[src/rtl/seg7_scan.sv]
// Multi-digit seven-segment scanner: latches an N-digit hex value and drives a
// time-multiplexed scan bus plus a parallel per-digit bus, with lz/blink/enable blanking.

module seg7_lane (
  input  logic [3:0] nib,
  input  logic       dp,
  input  logic       en,
  input  logic       blink,
  input  logic       ph,
  input  logic       lzs,
  output logic [7:0] glyph
);
  logic [6:0] dec;
  logic       blank;

  always_comb begin
    dec = 7'h7f;
    case (nib)
      4'h0: dec = 7'h40;  4'h1: dec = 7'h79;  4'h2: dec = 7'h24;  4'h3: dec = 7'h30;
      4'h4: dec = 7'h19;  4'h5: dec = 7'h12;  4'h6: dec = 7'h02;  4'h7: dec = 7'h78;
      4'h8: dec = 7'h00;  4'h9: dec = 7'h10;  4'ha: dec = 7'h08;  4'hb: dec = 7'h03;
      4'hc: dec = 7'h46;  4'hd: dec = 7'h21;  4'he: dec = 7'h06;  4'hf: dec = 7'h0e;
      default: dec = 7'h7f;
    endcase
  end

  // lz suppression kills only the glyph; the dp stays visible
  assign blank = !en || (blink && ph);
  assign glyph = {blank ? 1'b1 : ~dp, (blank || lzs) ? 7'h7f : dec};
endmodule

module seg7_scan #(
  parameter int NDIGITS      = 8,
  parameter int DIV          = 1000,
  parameter int BLANK        = 2,
  parameter int BLINK_FRAMES = 64
) (
  input  logic                   clk,
  input  logic                   rst,
  input  logic                   load,
  input  logic [4*NDIGITS-1:0]   value,
  input  logic [NDIGITS-1:0]     dp_in,
  input  logic [NDIGITS-1:0]     en_mask,
  input  logic [NDIGITS-1:0]     blink_mask,
  input  logic                   lz_en,
  output logic [NDIGITS-1:0]     an,
  output logic [6:0]             seg,
  output logic                   dp_n,
  output logic [8*NDIGITS-1:0]   seg_all,
  output logic                   frame_done
);
  localparam int DW = $clog2(DIV);
  localparam int IW = (NDIGITS > 1) ? $clog2(NDIGITS) : 1;
  localparam int BW = (BLINK_FRAMES > 1) ? $clog2(BLINK_FRAMES) : 1;

  logic [DW-1:0]          div_q, div_nx;
  logic [IW-1:0]          idx_q, idx_nx;
  logic [BW-1:0]          bcnt_q, bcnt_nx;
  logic                   ph_q, ph_nx;
  logic [4*NDIGITS-1:0]   pend_val, act_val, act_val_nx;
  logic [NDIGITS-1:0]     pend_dp, act_dp, act_dp_nx;
  logic                   tick, fend;
  logic [NDIGITS:0]       zab;
  logic [NDIGITS-1:0]     lzs;
  logic [NDIGITS-1:0][7:0] lane_glyph;

  assign tick = (div_q == DW'(DIV - 1));
  assign fend = tick && (idx_q == IW'(NDIGITS - 1));

  always_comb begin
    div_nx     = tick ? '0 : div_q + 1'b1;
    idx_nx     = idx_q;
    bcnt_nx    = bcnt_q;
    ph_nx      = ph_q;
    act_val_nx = act_val;
    act_dp_nx  = act_dp;
    if (tick) idx_nx = fend ? '0 : idx_q + 1'b1;
    if (fend) begin
      act_val_nx = load ? value : pend_val;
      act_dp_nx  = load ? dp_in : pend_dp;
      if (bcnt_q == BW'(BLINK_FRAMES - 1)) begin
        bcnt_nx = '0;
        ph_nx   = ~ph_q;
      end else begin
        bcnt_nx = bcnt_q + 1'b1;
      end
    end
  end

  // outputs are built from next-state so they line up with the counters
  assign zab[NDIGITS] = 1'b1;
  genvar i;
  generate
    for (i = 0; i < NDIGITS; i++) begin : g_lane
      assign zab[i] = zab[i+1] && (act_val_nx[4*i +: 4] == 4'h0);
      assign lzs[i] = (i != 0) && lz_en && zab[i];
      seg7_lane u_lane (
        .nib   (act_val_nx[4*i +: 4]),
        .dp    (act_dp_nx[i]),
        .en    (en_mask[i]),
        .blink (blink_mask[i]),
        .ph    (ph_nx),
        .lzs   (lzs[i]),
        .glyph (lane_glyph[i])
      );
    end
  endgenerate

  always_ff @(posedge clk or posedge rst) begin
    if (rst) begin
      div_q      <= '0;
      idx_q      <= '0;
      bcnt_q     <= '0;
      ph_q       <= 1'b0;
      pend_val   <= '0;
      pend_dp    <= '0;
      act_val    <= '0;
      act_dp     <= '0;
      an         <= '1;
      seg        <= 7'h7f;
      dp_n       <= 1'b1;
      seg_all    <= '1;
      frame_done <= 1'b0;
    end else begin
      div_q      <= div_nx;
      idx_q      <= idx_nx;
      bcnt_q     <= bcnt_nx;
      ph_q       <= ph_nx;
      act_val    <= act_val_nx;
      act_dp     <= act_dp_nx;
      if (load) begin
        pend_val <= value;
        pend_dp  <= dp_in;
      end
      an         <= (div_nx < DW'(BLANK)) ? '1 : ~(NDIGITS'(1) << idx_nx);
      seg        <= lane_glyph[idx_nx][6:0];
      dp_n       <= lane_glyph[idx_nx][7];
      seg_all    <= lane_glyph;
      frame_done <= fend;
    end
  end
endmodule
[config.mk]
export PLATFORM = sky130hd
export DESIGN_NAME = seg7_scan
export DESIGN_NICKNAME = d
export VERILOG_FILES = /design/src/rtl/seg7_scan.sv
export SDC_FILE = /design/constraint.sdc
export NUM_CORES = 1
export LEC_CHECK = 0
export BUFFER_PORTS_ARGS = -buffer_cell sky130_fd_sc_hd__buf_4
export CAP_MARGIN = 20
export CORE_MARGIN = 5
export CORE_UTILIZATION = 62
export DETAILED_ROUTE_END_ITERATION = 8
export PLACE_DENSITY = 0.85
export SETUP_SLACK_MARGIN = 0.2
export SYNTH_ARGS = -nofsm -noshare
export SYNTH_HDL_FRONTEND = slang
export SYNTH_SLANG_ARGS = --single-unit
[constraint.sdc]
create_clock -name clk -period 7.6 [get_ports clk]
set_input_delay 0.38 -clock clk [delete_from_list [all_inputs] [get_ports clk]]
set_output_delay 0.38 -clock clk [all_outputs]
set_load 0.05 [all_outputs]
==> impl_metrics.py, run 1 <==
metrics = {
    "outcome": {
        "status": "completed",
    },
    "worst_setup_path": {
        "rr_endpoint": "seg[6]",
        "path_buf_inv": 2,
        "cp-start-kind": "flip-flop",
        "path_cells": "ha_1 -> ha_1 -> and4_1 -> nand3_2 -> inv_2 -> mux2_2 -> inv_1 -> ha_1 -> o211ai_2 -> nor4b_4 -> a31oi_1 -> a311oi_1 -> a311oi_1 -> o211ai_1",
        "max_stage_delay_ns": 0.65,
        "worstSetupPathType": "flip-flop to flip-flop",
        "end_kind": "flip-flop",
        "cpMaxStageDelayCell": "inv_2",
        "crit_family": "compound AO/OA/AOI/OAI gates",
        "r2r_start": "idx_q[0]",
        "crit_required_ns": 7.97,
        "cp.arrival_ns": 5.09,
        "r2r_slack_ns": 2.88,
        "crit_top_cell": "ha_1",
        "ff2ff_path_depth": 14,
        "cp_num_cells": 14,
        "critPathMaxFanout": 35,
    },
    "route": {
        "drc_errors": 0,
        "wl_per_cell_um": 21.61,
        "drt-vias-per-instance": 6.363,
        "vias": 8380,
        "first_pass_iters": 6,
        "drt_iter0_markers": 872,
        "routed_wl_um": 28460,
        "antenna_left": 0,
    },
    "timing": {
        "worstMarginPinSlew_ns": 0.9892,
        "hold_violations": 0,
        "rsz0062_at_grt": "false",
        "setup_viol": 0,
        "timing.fmax_ghz": 0.2119,
        "relSlewSlack": 0.3375,
        "skew_ns": 0.01034,
        "fin_crit_ns": 4.719,
        "setup_tns_ns": 0,
        "slew_viol_final": 0,
        "fin_crit_sh": 0.6210,
        "setup_ws_ns": 2.881,
    },
    "logic_synthesis": {
        "seq_area_frac_synth": 0.4710,
        "synthArstFlopShare": 1.000,
        "synth_largest_area_cell": "dfrtp_1",
        "synth_nets": 1064,
        "synth_seq_cells": 181,
        "synth_edf_count": 0,
        "yosysTopAreaCellShare": 0.2571,
        "synth_commonest_cells": "101 x dfrtp_1, 86 x nand2_1, 80 x dfstp_2",
        "synthDistinctLibCells": 78,
        "synth.area.top_cells": "dfrtp_1 26%, dfstp_2 21%, ha_1 5.9%",
        "synth_area_um2": 9829,
        "yosysMostFrequentCell": "dfrtp_1",
        "ys_warn_count": 0,
        "avgSynthCellArea_um2": 10.26,
        "syn_inst": 958,
        "ys.flop_type": "dfrtp_1",
    },
    "floorplan": {
        "start_util": 0.6256,
        "die_h_um": 135.9,
        "die_area_um2": 18470,
        "io-pin-count": 141,
        "die_w_um": 135.9,
        "core_um2": 15710,
        "fp-row-count": 46,
    },
    "clock_tree": {
        "cts_root_buf": "clkbuf_16",
        "cts_tree": "yes",
        "clock-sinks": 181,
        "ctsHtreeMaxLevel": 4,
        "ctsHoldBuffers": 0,
        "clockBufferDepth": 2,
        "cts_setup_buffers": 0,
        "clk_latency_ns": 0.45,
        "cts_buffers": 17,
        "ctsResizeCount": 0,
        "clkTransAtPathRegs_ns": 0.07,
    },
    "min_path": {
        "hold_path.class": "input pin to asynchronous set/reset pin",
    },
    "pwr": {
        "ir_worst_vdd_mv": 0.1746,
        "p_per_area_nw_per_um2": 183.8,
        "p_leak_nw": 5.129,
    },
    "final_layout": {
        "ff_latch_area_um2": 4629,
        "syn2layout_area_growth_pct": 18.89,
        "nets": 1193,
        "multi_input_area_um2": 4802,
        "n_fill_cell": 1075,
        "drive_gt1_frac": 0.3027,
    },
    "place": {
        "routabilityCongestion": 0.9637,
        "io_buffers": 140,
        "place_ws_ns": 3.029,
        "hpwl_um": 20660,
    },
    "global_routing": {
        "antenna_found_initial": 1,
        "grt_pass1_wl_um": 44290,
        "grt_max_degree": 101,
        "track_usage": 0.3137,
        "grt_pass1_vias": 7880,
        "grt.overflow.total": 0,
    },
    "job": {
        "max-cap-violations": 0,
    },
}
stage by stage:
step / cell area [µm²] / hold WS [ns] / total power [W] / utilization / instances
CTS: 11650 / 0.1408 / 0.002147 / 0.7415 / 1314
floorplan: 9829 / 0.4331 / 0.001180 / - / 958
detailed placement: 11060 / 0.4694 / 0.001264 / 0.7040 / 1282
finish: 11690 / 0.1114 / 0.002148 / 0.7437 / 1317
global placement: 11060 / 0.4477 / 0.001260 / 0.7040 / 1282
global route: 11690 / 0.1642 / 0.002211 / 0.7437 / 1317
logic make-up after synthesis:
| logic type | share of synthesized area |
|---|---|
| adder cells (fa/ha/maj) | 0.05855 |
| buffers and inverters | 0.04175 |
| AO/OA/AOI/OAI | 0.1533 |
| XOR/XNOR | 0.01247 |
| flip-flops | 0.4710 |
| multiplexers | 0.1063 |
| AND/OR/NAND/NOR | 0.1567 |
power breakdown:
| group | internal, W | switching (W) |
|---|---|---|
| sequential | 0.00101 | 0.0000152 |
| combinational | 0.0000765 | 0.000148 |
| clock | 0.000497 | 0.000399 |
| total | 0.00159 | 0.000563 |
placed cells by master, fill, tap and decap left out, types with 32 or more instances in the layout:
master     n
nor2_1    56
dfrtp_1  101
buf_4    149
a21oi_1   32
mux2_2    51
dfstp_2   80
ha_1      46
mux2i_1   46
inv_1     57
nand3_1   56
nand2_1   86
how the worst max path moves through the flow:
stage / start / end
6_report: idx_q[0] / seg[6]
5_1_grt: idx_q[0] / seg[6]
4_1_cts: idx_q[0] / seg[6]
3_5_place_dp: idx_q[0] / seg[6]
3_3_place_gp: idx_q[0] / seg[6]
2_1_floorplan: rst / act_dp[0]
sequential cells by signal (all words and copies together) (netlist names):
| name | count |
|---|---|
| an | 8 |
| pend_dp | 8 |
| seg_all | 64 |
| pend_val | 32 |
| dp_n | 1 |
| act_dp | 8 |
| bcnt_q | 6 |
| ph_q | 1 |
| div_q | 10 |
| seg | 7 |
| frame_done | 1 |
| act_val | 32 |
| idx_q | 3 |
layout make-up:
cell class	instances	area share
antenna	1	0.0002141
clock buffer	19	0.03790
clock inverter	13	0.01253
inverter	63	0.02066
multi-input combinational	673	0.4109
sequential	181	0.3961
tap	216	0.02313
timing repair buffer	151	0.09850
metal layers:
| metal | GRT usage | wire length (µm) |
|---|---|---|
| met3 | 0.07920 | 2748 |
| met1 | 0.4364 | 11760 |
| met5 | 0 | 0 |
| met2 | 0.4665 | 12750 |
| met4 | 0.1411 | 1195 |
Note: power is estimated with default switching activity, not from simulation.
==> run 2, diff against run 1 <==
Settings changed: CORE_UTILIZATION 62 to 52, PLACE_DENSITY 0.85 to 0.76.
Clock period 7.6 ns to 4.2 ns, I/O delays scaled along.
==> impl_metrics.py, run 2 (synthesis gave the netlist of run 1 again) <==
metrics = {
    "pwr": {
        "p_per_area_nw_per_um2": 322.7,
        "power.switching_w": 0.001007,
        "comb_power_share": 0.108,
        "p_leak_nw": 5.304,
        "ir_worst_vdd_mv": 0.2850,
        "clkPwrFrac": 0.414,
        "sequentialPowerShare": 0.478,
        "switching_share": 0.2588,
        "p_int_w": 0.002883,
        "power_w": 0.003890,
    },
    "final_layout": {
        "antenna_cells": 0,
        "syn2layout_area_growth_pct": 22.66,
        "reg_top3": "seg_all x64, act_val x32, pend_val x32",
        "drive_gt1_frac": 0.3319,
        "largest_reg_flops": 64,
        "nets": 1229,
        "final_cell_mix": "183 x buf_4, 101 x dfrtp_1, 86 x nand2_1",
        "layout_commonest_cell": "buf_4",
        "largest-register": "seg_all",
    },
    "route": {
        "drc_errors": 0,
        "drt_iter0_markers": 870,
        "routed_wl_um": 30340,
        "drt-vias-per-instance": 6.233,
        "first_pass_iters": 6,
        "antenna_left": 0,
        "wl_per_cell_um": 22.15,
        "vias": 8539,
    },
    "global_routing": {
        "grt.overflow.total": 0,
        "grt_pass1_vias": 8286,
        "antenna_found_initial": 0,
        "grt_pass1_wl_um": 47010,
        "grt_max_degree": 182,
        "track_usage": 0.2757,
    },
    "clock_tree": {
        "cts_root_buf": "clkbuf_16",
        "ctsHtreeMaxLevel": 4,
        "cts_buffers": 17,
        "clk_latency_ns": 0.43,
        "clock-sinks": 181,
        "clkTransAtPathRegs_ns": 0.07,
        "cts_tree": "yes",
        "clockBufferDepth": 2,
    },
    "worst_setup_path": {
        "path_cells": "ha_1 -> ha_2 -> and4_4 -> nand3_2 -> inv_6 -> buf_12 -> buf_4 -> nand2_1 -> and2_1 -> ha_1 -> inv_2 -> nor4b_4 -> buf_4 -> buf_4 -> a221oi_4 -> o211ai_1 -> a221oi_2 -> o211ai_1",
        "max_stage_delay_ns": 0.39,
        "cp-start-kind": "flip-flop",
        "end_kind": "flip-flop",
        "cpMaxStageDelayCell": "a221oi_2",
        "r2r_slack_ns": 0.34,
        "crit_top_cell": "buf_4",
        "worstSetupPathType": "flip-flop to flip-flop",
        "crit_required_ns": 4.55,
        "crit_family": "compound AO/OA/AOI/OAI gates",
        "cp.arrival_ns": 4.20,
        "critPathMaxFanout": 14,
        "path_buf_inv": 6,
    },
    "timing": {
        "relSlewSlack": 0.3150,
        "worstMarginPinSlew_ns": 1.028,
        "rsz0062_at_grt": "false",
        "setup_tns_ns": 0,
        "hold_violations": 0,
        "fin_crit_sh": 0.9181,
        "slew_viol_final": 0,
        "setup_viol": 0,
        "timing.fmax_ghz": 0.2593,
        "fin_crit_ns": 3.856,
        "skew_ns": 0.008444,
    },
    "floorplan": {
        "die_area_um2": 21750,
        "die_h_um": 147.5,
        "die_w_um": 147.5,
        "start_util": 0.5272,
        "io-pin-count": 141,
        "fp-row-count": 50,
        "core_um2": 18640,
    },
    "place": {
        "hpwl_um": 21950,
        "io_buffers": 140,
        "routabilityCongestion": 1.008,
    },
    "outcome": {
        "status": "completed",
    },
    "job": {
        "max-cap-violations": 0,
    },
    "min_path": {
        "hold_path.class": "input pin to flip-flop",
    },
}
## run 2: cell count changes in the layout (fill, tap and decap cells not counted), sizes merged
cell	delta
dlygate4sd3	+2
clkinv	-2
clkbuf	+2
diode	-1
buf	+35
bufinv	-1
clkinvlp	+1
inv	-1
## run 2: stage by stage
| step | setup slack [ns] | std cells | instance area, µm² | util | hold WS, ns |
|---|---|---|---|---|---|
| after floorplan | 0.2406 | 958 | 9833 | - | 0.2705 |
| after global placement | 0.1185 | 1327 | 11310 | 0.6067 | 0.4191 |
| after detailed placement | 0.008909 | 1327 | 11310 | 0.6067 | 0.4057 |
| after CTS | 0.2939 | 1368 | 12010 | 0.6442 | 0.01572 |
| after global routing | 0.2111 | 1370 | 12060 | 0.6467 | 0.02264 |
| final | 0.3438 | 1370 | 12060 | 0.6467 | 0.01966 |
## run 2: power groups by stage
stage / clock [W] / combinational, W / sequential [W]
3_5_place_dp: 0 / 0.000412 / 0.00189
6_report: 0.00161 / 0.000421 / 0.00186
2_1_floorplan: 0 / 0.000157 / 0.00198
5_1_grt: 0.00170 / 0.000449 / 0.00186
3_3_place_gp: 0 / 0.000408 / 0.00188
4_1_cts: 0.00162 / 0.000419 / 0.00186
## run 2: worst paths after layout
| check | cells after the start | endpoint | from |
|---|---|---|---|
| max | 18 | seg[4] | idx_q[1] |
| min | 2 | pend_dp[0] | dp_in[0] |
| max reg2reg | 18 | seg[4] | idx_q[1] |
| min reg2reg | 1 | div_q[0] | div_q[0] |
| max in group asynchronous | 3 | pend_val[29] | rst |
| min in group asynchronous | 3 | pend_val[21] | rst |
## run 2: metal layers
| metal | up-vias | global-route usage | share of wire |
|---|---|---|---|
| met3 | 74 | 0.06376 | 0.088 |
| met1 | 4175 | 0.3758 | 0.41 |
| li1 | 3835 | - | - |
| met4 | 0 | 0.09459 | 0.032 |
| met2 | 455 | 0.4369 | 0.47 |
| met5 | - | 0 | 0 |
## run 2: cell type report
type                       instances  area [µm²]
tap                              234       292.8
sequential                       181        4629
clock buffer                      22       496.7
fill                            1498        6586
multi-input combinational        673        4868
inverter                          63       245.2
timing repair buffer             187        1434
clock inverter                    10       90.09
## run 2: repair_timing
item | in CTS | in global routing
buffers inserted | 7 | 2
pin swaps | 4 | 5
resized for setup | 8 | 10
hold endpoints to repair | 2 | 0
setup endpoints to repair | 7 | 9
hold buffers | 2 | 0
==> run 3, diff against run 2 <==
Settings changed: ABC_CLOCK_PERIOD_IN_PS set to 4200, MAX_ROUTING_LAYER set to met4.
==> impl_metrics.py, run 3 (synthesis gave the netlist of run 1 again) <==
metrics = {
    "outcome": {
        "status": "completed",
    },
    "min_path": {
        "hold_start": "dp_in[5]",
        "hold_path.class": "input pin to flip-flop",
        "holdPathStages": 2,
        "hold_end": "pend_dp[5]",
    },
    "route": {
        "vias": 8410,
        "routed_wl_um": 30000,
        "wl_per_cell_um": 21.90,
        "drt-vias-per-instance": 6.139,
        "drt_iter0_markers": 871,
        "drc_errors": 0,
        "antenna_left": 0,
        "first_pass_iters": 5,
    },
    "timing": {
        "timing.fmax_ghz": 0.2598,
        "rsz0062_at_grt": "false",
        "worstMarginPinSlew_ns": 0.9056,
        "slew_viol_final": 0,
        "skew_ns": 0.008153,
        "setup_tns_ns": 0,
        "setup_viol": 0,
        "relSlewSlack": 0.3899,
        "fin_crit_ns": 3.849,
        "hold_violations": 0,
        "whs_ns": 0.01999,
        "fin_crit_sh": 0.9165,
    },
    "final_layout": {
        "utilization": 0.6465,
        "final_cell_mix": "179 x buf_4, 101 x dfrtp_1, 85 x nand2_1",
        "nets": 1229,
        "multi_input_area_um2": 4871,
        "n_fill_cell": 1523,
        "antenna_cells": 0,
        "layout_commonest_cell": "buf_4",
        "drive_gt1_frac": 0.3336,
        "largest_reg_flops": 64,
        "reg_top3": "seg_all x64, act_val x32, pend_val x32",
        "layout.cells.non_filler": 1370,
        "largest-register": "seg_all",
        "syn2layout_area_growth_pct": 22.62,
        "ff_latch_area_um2": 4629,
    },
    "clock_tree": {
        "cts_tree": "yes",
        "clk_latency_ns": 0.44,
        "clkTransAtPathRegs_ns": 0.07,
        "cts_buffers": 17,
        "ctsHtreeMaxLevel": 4,
        "clock-sinks": 181,
        "clockBufferDepth": 2,
        "cts_root_buf": "clkbuf_16",
    },
    "worst_setup_path": {
        "worstSetupPathType": "flip-flop to flip-flop",
        "cp.arrival_ns": 4.19,
        "r2r_slack_ns": 0.35,
        "end_kind": "flip-flop",
        "crit_required_ns": 4.54,
        "cp-start-kind": "flip-flop",
        "r2r_start": "idx_q[0]",
        "rr_endpoint": "seg[5]",
        "ff2ff_path_depth": 17,
        "critPathMaxFanout": 13,
    },
    "place": {
        "io_buffers": 140,
        "routabilityCongestion": 1.012,
        "placedCellCount": 1327,
        "hpwl_um": 21960,
    },
    "global_routing": {
        "grt_max_degree": 110,
        "grt.overflow.total": 0,
        "grt_pass1_wl_um": 46690,
        "antenna_found_initial": 0,
        "track_usage": 0.2811,
        "grt_pass1_vias": 8198,
    },
    "pwr": {
        "switching_share": 0.2744,
        "p_per_area_nw_per_um2": 313.8,
        "power_w": 0.003782,
        "comb_power_share": 0.111,
        "ir_worst_vdd_mv": 0.2841,
        "p_int_w": 0.002744,
        "clkPwrFrac": 0.398,
        "sequentialPowerShare": 0.491,
        "p_leak_nw": 5.268,
        "power.switching_w": 0.001038,
    },
    "floorplan": {
        "core_um2": 18640,
        "start_util": 0.5272,
        "die_h_um": 147.5,
        "die_w_um": 147.5,
        "io-pin-count": 141,
        "die_area_um2": 21750,
        "fp-row-count": 50,
    },
    "job": {
        "max-cap-violations": 0,
    },
}
run 3: cell type report:
type | instances | area share
Clock inverter | 15 | 0.01007
Clock buffer | 17 | 0.03530
Multi-Input combinational cell | 673 | 0.4041
Timing Repair Buffer | 187 | 0.1220
Sequential cell | 181 | 0.3841
Tap cell | 234 | 0.02429
Inverter | 63 | 0.02014
run 3: what timing repair did:
item / CTS / global route
gates cloned: 0 / 1
pin swaps: 0 / 4
endpoints found under the setup margin: 3 / 11
resized for setup: 4 / 15
hold buffers: 3 / 0
hold endpoints to repair: 21 / 0
setup buffers: 0 / 7
run 3: how the worst max path moves through the flow:
stage          startpoint     end  slack [ns]
6_report         idx_q[0]  seg[5]        0.35
5_1_grt          idx_q[0]  seg[4]        0.20
4_1_cts          idx_q[0]  seg[4]        0.19
3_5_place_dp     idx_q[0]  seg[4]        0.11
3_3_place_gp     idx_q[0]  seg[4]        0.14
2_1_floorplan    idx_q[0]  seg[2]        0.24
run 3: metrics by stage:
step	cell area (µm²)	worst slack [ns]
final	12050	0.3508
after global routing	12050	0.2003
after CTS	11920	0.1898
after detailed placement	11320	0.1130
after global placement	11320	0.1363
after floorplan	9833	0.2406
run 3: per-layer routing:
metal  global-route usage  up-vias  part of all wire
met2               0.4320      437              0.46
met1               0.3827     4084              0.42
met3              0.04721       76             0.082
met5                    -        -                 0
met4              0.09459        0             0.031
li1                     -     3813                 -
run 3: power by group through the flow:
stage               Combinational (W)  Sequential (W)  Clock (W)
finish                       0.000419         0.00186    0.00151
global route                 0.000448         0.00186    0.00161
CTS                          0.000417         0.00186    0.00153
detailed placement           0.000411         0.00189          0
global placement             0.000409         0.00188          0
floorplan                    0.000157         0.00198          0
run 3: critical path, stage by stage, from the launching register on:
cell      delay (ns)
dfrtp_1         0.39
ha_1            0.16
ha_2            0.23
and4_4          0.28
nand3_2         0.14
inv_4           0.14
buf_12          0.18
buf_6           0.17
nand2_1         0.05
and2_1          0.18
ha_1            0.25
inv_2           0.12
nor4b_4         0.06
buf_4           0.19
a221oi_4        0.40
nand3_1         0.24
a221oi_1        0.40
o311ai_1        0.16
